$ cat src/rtl/exec_pkg.sv
// Shared encodings for the EX stage: ALU op codes, MDU op codes, forwarding selects, MDU states.
package exec_pkg;
  localparam logic [3:0] ALU_AND  = 4'b0000;
  localparam logic [3:0] ALU_OR   = 4'b0001;
  localparam logic [3:0] ALU_ADD  = 4'b0010;
  localparam logic [3:0] ALU_XOR  = 4'b0011;
  localparam logic [3:0] ALU_LUI  = 4'b0100;
  localparam logic [3:0] ALU_SUB  = 4'b0110;
  localparam logic [3:0] ALU_SLT  = 4'b0111;
  localparam logic [3:0] ALU_SLL  = 4'b1000;
  localparam logic [3:0] ALU_SRL  = 4'b1001;
  localparam logic [3:0] ALU_SRA  = 4'b1010;
  localparam logic [3:0] ALU_SLTU = 4'b1011;
  localparam logic [3:0] ALU_NOR  = 4'b1100;

  localparam logic [2:0] MD_NONE  = 3'd0;
  localparam logic [2:0] MD_MULT  = 3'd1;
  localparam logic [2:0] MD_MULTU = 3'd2;
  localparam logic [2:0] MD_DIV   = 3'd3;
  localparam logic [2:0] MD_DIVU  = 3'd4;
  localparam logic [2:0] MD_MFHI  = 3'd5;
  localparam logic [2:0] MD_MFLO  = 3'd6;

  localparam logic [1:0] FW_NONE = 2'b00;
  localparam logic [1:0] FW_MEM  = 2'b10;
  localparam logic [1:0] FW_WB   = 2'b01;

  typedef enum logic [1:0] {MDU_IDLE, MDU_RUN, MDU_FIX} mdu_state_e;
endpackage

$ cat src/rtl/mul_div_unit.sv
// Iterative 1-bit/cycle multiply (shift-add) and restoring divide on magnitudes; owns HI/LO.
// EXEC_MDU_EARLY_OUT_EN: multiplies leave RUN once the remaining multiplier bits are zero.
module mul_div_unit
  import exec_pkg::*;
#(
  parameter int DATA_W = 32
) (
  input  logic              clk,
  input  logic              reset,
  input  logic              start,
  input  logic [2:0]        op,
  input  logic [DATA_W-1:0] a,
  input  logic [DATA_W-1:0] b,
  output logic              busy,
  output logic [DATA_W-1:0] hi,
  output logic [DATA_W-1:0] lo
);
  mdu_state_e          state;
  logic [5:0]          cnt;
  logic                isDiv, negQ, negR, divZero;
  // mul: acc = product, mcand = shifted multiplicand, shReg = multiplier
  // div: acc[DATA_W-1:0] = remainder, mcand[DATA_W-1:0] = divisor, shReg = dividend/quotient
  logic [2*DATA_W-1:0] acc, mcand, mulSum;
  logic [DATA_W-1:0]   shReg, rawA, diff, magA, magB;
  logic [DATA_W:0]     remShift;
  logic                ge, sgnA, sgnB, isSigned, startDiv;

  assign busy     = (state != MDU_IDLE);
  assign isSigned = (op == MD_MULT) || (op == MD_DIV);
  assign startDiv = (op == MD_DIV) || (op == MD_DIVU);
  assign sgnA     = isSigned & a[DATA_W-1];
  assign sgnB     = isSigned & b[DATA_W-1];
  assign magA     = sgnA ? -a : a;
  assign magB     = sgnB ? -b : b;
  assign mulSum   = shReg[0] ? acc + mcand : acc;
  assign remShift = {acc[DATA_W-1:0], shReg[DATA_W-1]};
  assign ge       = remShift >= {1'b0, mcand[DATA_W-1:0]};
  assign diff     = remShift[DATA_W-1:0] - mcand[DATA_W-1:0];

  always_ff @(posedge clk) begin
    if (reset) begin
      state <= MDU_IDLE; cnt <= '0; hi <= '0; lo <= '0;
      acc <= '0; mcand <= '0; shReg <= '0; rawA <= '0;
      isDiv <= 1'b0; negQ <= 1'b0; negR <= 1'b0; divZero <= 1'b0;
    end else begin
      case (state)
        MDU_IDLE: if (start) begin
          isDiv   <= startDiv;
          negQ    <= sgnA ^ sgnB;
          negR    <= sgnA;
          divZero <= (b == '0);
          rawA    <= a;
          cnt     <= '0;
          acc     <= '0;
          mcand   <= startDiv ? {{DATA_W{1'b0}}, magB} : {{DATA_W{1'b0}}, magA};
          shReg   <= startDiv ? magA : magB;
          state   <= MDU_RUN;
        end
        MDU_RUN: begin
          cnt <= cnt + 6'd1;
          if (isDiv) begin
            acc[DATA_W-1:0] <= ge ? diff : remShift[DATA_W-1:0];
            shReg           <= {shReg[DATA_W-2:0], ge};
          end else begin
            acc   <= mulSum;
            mcand <= mcand << 1;
            shReg <= shReg >> 1;
          end
          if (cnt == 6'(DATA_W-1)) state <= MDU_FIX;
`ifdef EXEC_MDU_EARLY_OUT_EN
          else if (!isDiv && (shReg >> 1) == '0) state <= MDU_FIX;
`endif
        end
        MDU_FIX: begin
          if (!isDiv) begin
            {hi, lo} <= negQ ? -acc : acc;
          end else if (divZero) begin
            hi <= rawA;
            lo <= '1;
          end else begin
            lo <= negQ ? -shReg : shReg;
            hi <= negR ? -acc[DATA_W-1:0] : acc[DATA_W-1:0];
          end
          state <= MDU_IDLE;
        end
        default: state <= MDU_IDLE;
      endcase
    end
  end
endmodule

$ cat src/rtl/execute_stage.sv
// MIPS EX stage: forwarding muxes, ALU, MDU stall/operand hold and the EX/MEM register.
// EXEC_MDU_EARLY_OUT_EN (in mul_div_unit) shortens multiply busy time.
module execute_stage
  import exec_pkg::*;
#(
  parameter int DATA_W = 32,
  parameter int ADDR_W = 5
) (
  input  logic              clk,
  input  logic              reset,
  input  logic [1:0]        fw_alu1,
  input  logic [1:0]        fw_alu2,
  input  logic [DATA_W-1:0] rs_dataE,
  input  logic [DATA_W-1:0] rt_dataE,
  input  logic [DATA_W-1:0] imm_extE,
  input  logic              alu_srcE,
  input  logic [3:0]        alu_ctrlE,
  input  logic [2:0]        md_opE,
  input  logic              reg_writeE,
  input  logic              mem_writeE,
  input  logic              mem_to_regE,
  input  logic [ADDR_W-1:0] write_reg_addrE,
  input  logic [DATA_W-1:0] result_W,
  output logic              stallE,
  output logic [DATA_W-1:0] alu_resultM,
  output logic [DATA_W-1:0] write_dataM,
  output logic [ADDR_W-1:0] write_reg_addrM,
  output logic              reg_writeM,
  output logic              mem_writeM,
  output logic              mem_to_regM
);
  logic [DATA_W-1:0] srcA, srcB, opA, rtVal, opB, aluOut, hi, lo, holdA, holdB;
  logic [4:0]        shamt;
  logic              holdVld, busy, mduStart;

  function automatic logic [DATA_W-1:0] fwdSel(input logic [1:0] sel,
      input logic [DATA_W-1:0] idex, input logic [DATA_W-1:0] mem, input logic [DATA_W-1:0] wb);
    case (sel)
      FW_MEM:  return mem;
      FW_WB:   return wb;
      default: return idex;
    endcase
  endfunction

  assign srcA  = fwdSel(fw_alu1, rs_dataE, alu_resultM, result_W);
  assign srcB  = fwdSel(fw_alu2, rt_dataE, alu_resultM, result_W);
  // M/W producers drain while stalled, so the stalled instruction uses its captured operands
  assign opA   = holdVld ? holdA : srcA;
  assign rtVal = holdVld ? holdB : srcB;
  assign opB   = alu_srcE ? imm_extE : rtVal;
  assign shamt = imm_extE[10:6];

  assign stallE   = busy && (md_opE != MD_NONE);
  assign mduStart = !stallE && (md_opE inside {MD_MULT, MD_MULTU, MD_DIV, MD_DIVU});

  always_comb begin
    aluOut = '0;
    case (alu_ctrlE)
      ALU_AND:  aluOut = opA & opB;
      ALU_OR:   aluOut = opA | opB;
      ALU_ADD:  aluOut = opA + opB;
      ALU_XOR:  aluOut = opA ^ opB;
      ALU_LUI:  aluOut = opB << 16;
      ALU_SUB:  aluOut = opA - opB;
      ALU_SLT:  aluOut = {{(DATA_W-1){1'b0}}, $signed(opA) < $signed(opB)};
      ALU_SLTU: aluOut = {{(DATA_W-1){1'b0}}, opA < opB};
      ALU_NOR:  aluOut = ~(opA | opB);
      ALU_SLL:  aluOut = rtVal << shamt;
      ALU_SRL:  aluOut = rtVal >> shamt;
      ALU_SRA:  aluOut = $signed(rtVal) >>> shamt;
      default:  aluOut = '0;
    endcase
  end

  mul_div_unit #(.DATA_W(DATA_W)) uMdu (
    .clk(clk), .reset(reset), .start(mduStart), .op(md_opE),
    .a(opA), .b(rtVal), .busy(busy), .hi(hi), .lo(lo)
  );

  always_ff @(posedge clk) begin
    if (reset) begin
      holdVld <= 1'b0; holdA <= '0; holdB <= '0;
    end else if (stallE && !holdVld) begin
      holdVld <= 1'b1; holdA <= srcA; holdB <= srcB;
    end else if (!stallE) begin
      holdVld <= 1'b0;
    end
  end

  always_ff @(posedge clk) begin
    if (reset || stallE) begin
      alu_resultM <= '0; write_dataM <= '0; write_reg_addrM <= '0;
      reg_writeM <= 1'b0; mem_writeM <= 1'b0; mem_to_regM <= 1'b0;
    end else begin
      alu_resultM     <= (md_opE == MD_MFHI) ? hi : (md_opE == MD_MFLO) ? lo : aluOut;
      write_dataM     <= rtVal;
      write_reg_addrM <= write_reg_addrE;
      reg_writeM      <= reg_writeE;
      mem_writeM      <= mem_writeE;
      mem_to_regM     <= mem_to_regE;
    end
  end
endmodule

$ cat config.mk
export PLATFORM = sky130hd
export DESIGN_NAME = execute_stage
export DESIGN_NICKNAME = d
export VERILOG_FILES = /design/src/rtl/exec_pkg.sv /design/src/rtl/mul_div_unit.sv /design/src/rtl/execute_stage.sv
export SDC_FILE = /design/constraint.sdc
export NUM_CORES = 2
export LEC_CHECK = 0
export CAP_MARGIN = 10
export CORE_ASPECT_RATIO = 1.75
export CORE_MARGIN = 2
export CORE_UTILIZATION = 55
export CTS_BUF_LIST = sky130_fd_sc_hd__clkbuf_2 sky130_fd_sc_hd__clkbuf_4 sky130_fd_sc_hd__clkbuf_8
export CTS_CLUSTER_DIAMETER = 50
export DETAILED_ROUTE_END_ITERATION = 6
export DONT_BUFFER_PORTS = 1
export PLACE_DENSITY = 0.69
export SLEW_MARGIN = 10
export SYNTH_ARGS = -nofsm -noshare
export SYNTH_HDL_FRONTEND = slang
export SYNTH_SLANG_ARGS = --single-unit
$ cat constraint.sdc
create_clock -name clk -period 7.25 [get_ports clk]
set_clock_uncertainty 0.2 [all_clocks]
set_input_delay 0.3625 -clock clk [delete_from_list [all_inputs] [get_ports clk]]
set_output_delay 0.3625 -clock clk [all_outputs]
set_load 0.01 [all_outputs]
==> flow_summary.yaml, run 1 <==
cts:
  cts_root_buffer: "clkbuf_8"
  htree_levels: 3
  post_cts_buffers: 0
  cts_buffers: 70
  cts_sinks: 405
  ctsResizeCount: 0
  cts_hold_buffers: 124
  clk_path_buf_depth: 3
place:
  io_buffer_count: 0
  dp_hpwl_mm: 154.2
  routabilityCongestion: 1.127
yosys:
  syn_avg_cell_area_sq_um: 7.197
  ys.flop_type: "dfxtp_1"
  yosysTopAreaCell: "dfxtp_1"
  syn_nets: 5552
  yosysSeqAreaShare_pct: 21.69
  ys_async_sr_fraction_pct: 0
  yosys_register_bits: 405
  yosys-top-cells-area: "dfxtp_1 (22%), a21oi_1 (6.9%), ha_1 (6.8%)"
  syn-instance-count: 5195
  synth_top_area_share_pct: 21.69
  synth.cell_area_sq_um: 37390
  synth_warnings: 0
  synth_edf_count: 0
  ys_types: 87
global_route:
  grt_start_max_net_pins: 271
  grt_usage_pct: 60.64
  grt_overflow: 1
die:
  die_h_um: 348.9
  die_width_um: 201.1
  rows: 126
  io_pins: 223
  initial_core_util_pct: 55.54
outcome:
  status: "aborted with a tool error"
  tool.error: "[ERROR GRT-0232] Routing congestion too high. Check the congestion heatmap in the GUI."
  stop_stage: "5_1_grt"
==> stage by stage <==
step	instance area (sq um)	instances	util [%]	setup slack, ps
2_1_floorplan	37390	5195	-	2340
3_3_place_gp	38230	5830	56.79	932.5
3_5_place_dp	38240	5831	56.80	946.8
4_1_cts	41080	6078	61.03	350.5
==> cells in the mapped netlist (105+ instances only) <==
| master | instances |
|---|---|
| nand2_1 | 615 |
| a21oi_1 | 519 |
| ha_1 | 203 |
| nor2_1 | 501 |
| nor3_1 | 124 |
| dfxtp_1 | 405 |
| inv_1 | 189 |
| o31ai_1 | 105 |
| clkbuf_1 | 326 |
| mux2i_1 | 139 |
| o21ai_0 | 358 |
| xnor2_1 | 196 |
==> logic make-up after synthesis <==
logic type	share of synthesized area, %
AOI/OAI and AO/OA	31.41
xor gates and xnor gates	6.114
adders and majority gates	7.008
buffers and inverters	6.158
DFF	21.69
muxes	7.095
and+or+nand+nor	20.53
==> per-layer routing <==
layer	GRT usage, %	GRT overflow
met1	57.63	0
met5	2.381	0
met4	70.02	0
met3	28.24	0
met2	90.35	1
==> run 2, diff against run 1 <==
==> config.mk (replaced) <==
export PLATFORM = sky130hd
export DESIGN_NAME = execute_stage
export DESIGN_NICKNAME = d
export VERILOG_FILES = /design/src/rtl/exec_pkg.sv /design/src/rtl/mul_div_unit.sv /design/src/rtl/execute_stage.sv
export SDC_FILE = /design/constraint.sdc
export NUM_CORES = 2
export LEC_CHECK = 0
export CAP_MARGIN = 10
export CORE_MARGIN = 2
export CORE_UTILIZATION = 40
export DETAILED_ROUTE_END_ITERATION = 6
export DONT_BUFFER_PORTS = 1
export PLACE_DENSITY_LB_ADDON = 0.15
export SLEW_MARGIN = 10
export SYNTH_ARGS = -nofsm -noshare
export SYNTH_HDL_FRONTEND = slang
export SYNTH_SLANG_ARGS = --single-unit
==> flow_summary.yaml, run 2 <==
layout:
  syn2layout_area_growth_pct: 10.99
  drive_gt1_share_pct: 8.009
  final_common_cell: "nand2_1"
  top_regs: "uMdu.acc x64, uMdu.mcand x64"
  final_core_util_pct: 44.66
  layout_common_cells: "nand2_1 (614), a21oi_1 (518), nor2_1 (495)"
  nets: 5432
  final_cell_area_sq_um: 41490
die:
  die_area_sq_um: 95930
  initial_core_util_pct: 40.24
  fp.coreArea_sq_um: 92910
  rows: 112
  die_h_um: 309.7
  die_width_um: 309.7
  io_pins: 223
worst_setup_path:
  cp.arrival_ps: 7050
  crit_path_end: "alu_resultM[0]$_SDFF_PP0_"
  regToRegStartpoint: "alu_resultM[15]$_SDFF_PP0_"
  ff2ff_setup_slack_ps: 570
  crit_type: "register to register"
  worstPathRequired_ps: 7620
  crit_path_end_kind: "register"
  cp-start-kind: "register"
  r2r-end: "alu_resultM[0]$_SDFF_PP0_"
  rr_worst_depth: 17
  worstSetupStartpoint: "alu_resultM[15]$_SDFF_PP0_"
  cp_max_fo: 7
cts:
  cts_tree: "built"
  clk_pin_slew_ps: 70
  ctsResizeCount: 0
  cts_sinks: 405
  insertion_delay_ps: 690
  cts_hold_buffers: 96
  post_cts_buffers: 0
  cts_buffers: 54
  cts_root_buffer: "clkbuf_16"
  clk_path_buf_depth: 3
  htree_levels: 2
place:
  placed_cell_area_sq_um: 38570
  io_buffer_count: 0
  routabilityCongestion: 1.076
  pre_cts_slack_ps: 1127
  dp_hpwl_mm: 155.1
min_path:
  hp-start: "result_W[4]"
  hp-class: "input port to register"
timing:
  fin_crit_sh_pct: 92.12
  drv_slew: 0
  finalHoldViolations: 0
  tightest_slew_ps: 1331
  period_minus_slack_ps: 6679
  slew_headroom_pct: 10.30
  fin_ws_ps: 571.5
  rsz0062_at_grt: "no"
  max_clock_freq_mhz: 149.7
  setup_viol: 0
  setup_tns_ps: 0
power_and_ir_drop:
  power_per_cell_area_nw_per_um2: 227.3
  design_power_total_mw: 9.430
  p_leak_nw: 15.66
  ir_worst_vdd_uv: 192.4
drt:
  vias: 41527
  final_antenna_net_count: 0
  wl_per_cell_um: 31.75
  drc: 0
  viasPerCell: 6.508
  dr.pass1.iters: 7
  wl_mm: 202.6
  drt_iter0_markers: 4988
yosys:
  synth_edf_count: 0
  yosysMostFrequentCell: "nand2_1"
  synth.cell_area_sq_um: 37390
  ys.flop_type: "dfxtp_1"
  syn_avg_cell_area_sq_um: 7.197
  yosys_register_bits: 405
  synth_warnings: 0
  ys_async_sr_fraction_pct: 0
  ys_types: 87
  yosysTopAreaCell: "dfxtp_1"
  yosys-top-cells-area: "dfxtp_1 (22%), a21oi_1 (6.9%), ha_1 (6.8%)"
  syn_nets: 5552
  ys_top_cells_by_count: "nand2_1 (615), a21oi_1 (519), nor2_1 (501)"
  syn-instance-count: 5195
  yosysSeqAreaShare_pct: 21.69
  synth_top_area_share_pct: 21.69
global_route:
  antenna_found_initial: 17
  grt_start_max_net_pins: 268
  grt_pass1_vias: 38197
  grt_overflow: 0
  grt_usage_pct: 41.04
  grt_pass1_wl_mm: 286.1
run:
  drv_cap: 0
outcome:
  status: "completed"
[run 2: cell counts after synthesis]
Identical to the previous run, type by type.
[run 2: per-layer routing]
layer	GRT usage [%]	vias to the layer above	part of all wire [%]
li1	-	18751	-
met1	50.09	19952	39
met2	62.85	2186	43
met3	9.830	622	9.2
met4	30.13	16	8.7
met5	0	-	0.046
[run 2: critical path: stages, from the launching register on]
cell	delay [ps]
dfxtp_1	760
a221oi_1	280
o31ai_1	850
mux2i_1	490
ha_1	580
inv_1	160
a21oi_1	190
o21ai_0	90
a21oi_1	200
o21a_1	170
o21ai_0	210
a31oi_1	630
o211ai_1	220
a21oi_1	190
o211ai_1	90
dlygate4sd3_1	570
a21oi_1	140
dlygate4sd3_1	570
[run 2: power by group]
part	switching, mW	internal (mW)
clock network	1.23	1.69
registers	0.269	2.37
logic	2.62	1.25
total	4.12	5.31
[run 2: logic make-up after synthesis]
| logic type | Yosys count | share of synthesized area (%) |
|---|---|---|
| AND/OR/NAND/NOR | 1696 | 20.53 |
| buffers and inverters | 600 | 6.158 |
| multiplexers | 222 | 7.095 |
| adder cells (fa/ha/maj) | 207 | 7.008 |
| AO/OA/AOI/OAI | 1804 | 31.41 |
| XOR/XNOR | 261 | 6.114 |
| flip-flops | 405 | 21.69 |
[run 2: worst min-delay path by stage]
stage / to / slack (ps) / cells past startpoint
2_1_floorplan: uMdu.rawA[13]$_SDFFE_PP0P_ / 230 / 2
3_3_place_gp: uMdu.lo[19]$_SDFFE_PP0N_ / 240 / 2
3_5_place_dp: uMdu.lo[21]$_SDFFE_PP0N_ / 240 / 2
4_1_cts: holdA[3]$_SDFFE_PP0P_ / 4 / 4
5_1_grt: alu_resultM[7]$_SDFF_PP0_ / 40 / 3
6_report: holdA[4]$_SDFFE_PP0P_ / 30 / 4
[run 2: metrics by stage]
stage	hold WS (ps)	instances
final	25.24	6381
after global routing	42.61	6374
after CTS	4.051	6371
after detailed placement	241.4	6175
after global placement	237.3	6175
after floorplan	230.5	5195
[run 2: area by class of cell]
type,instances,area (sq um)
fill,9734,51410
multi-input combinational,4190,27160
sequential,405,8120
timing repair buffer,231,2014
tap,1254,1569
clock buffer,65,1494
inverter,193,724.4
clock inverter,35,394.1
antenna,8,20.02
(Power assumes the default switching activity.)
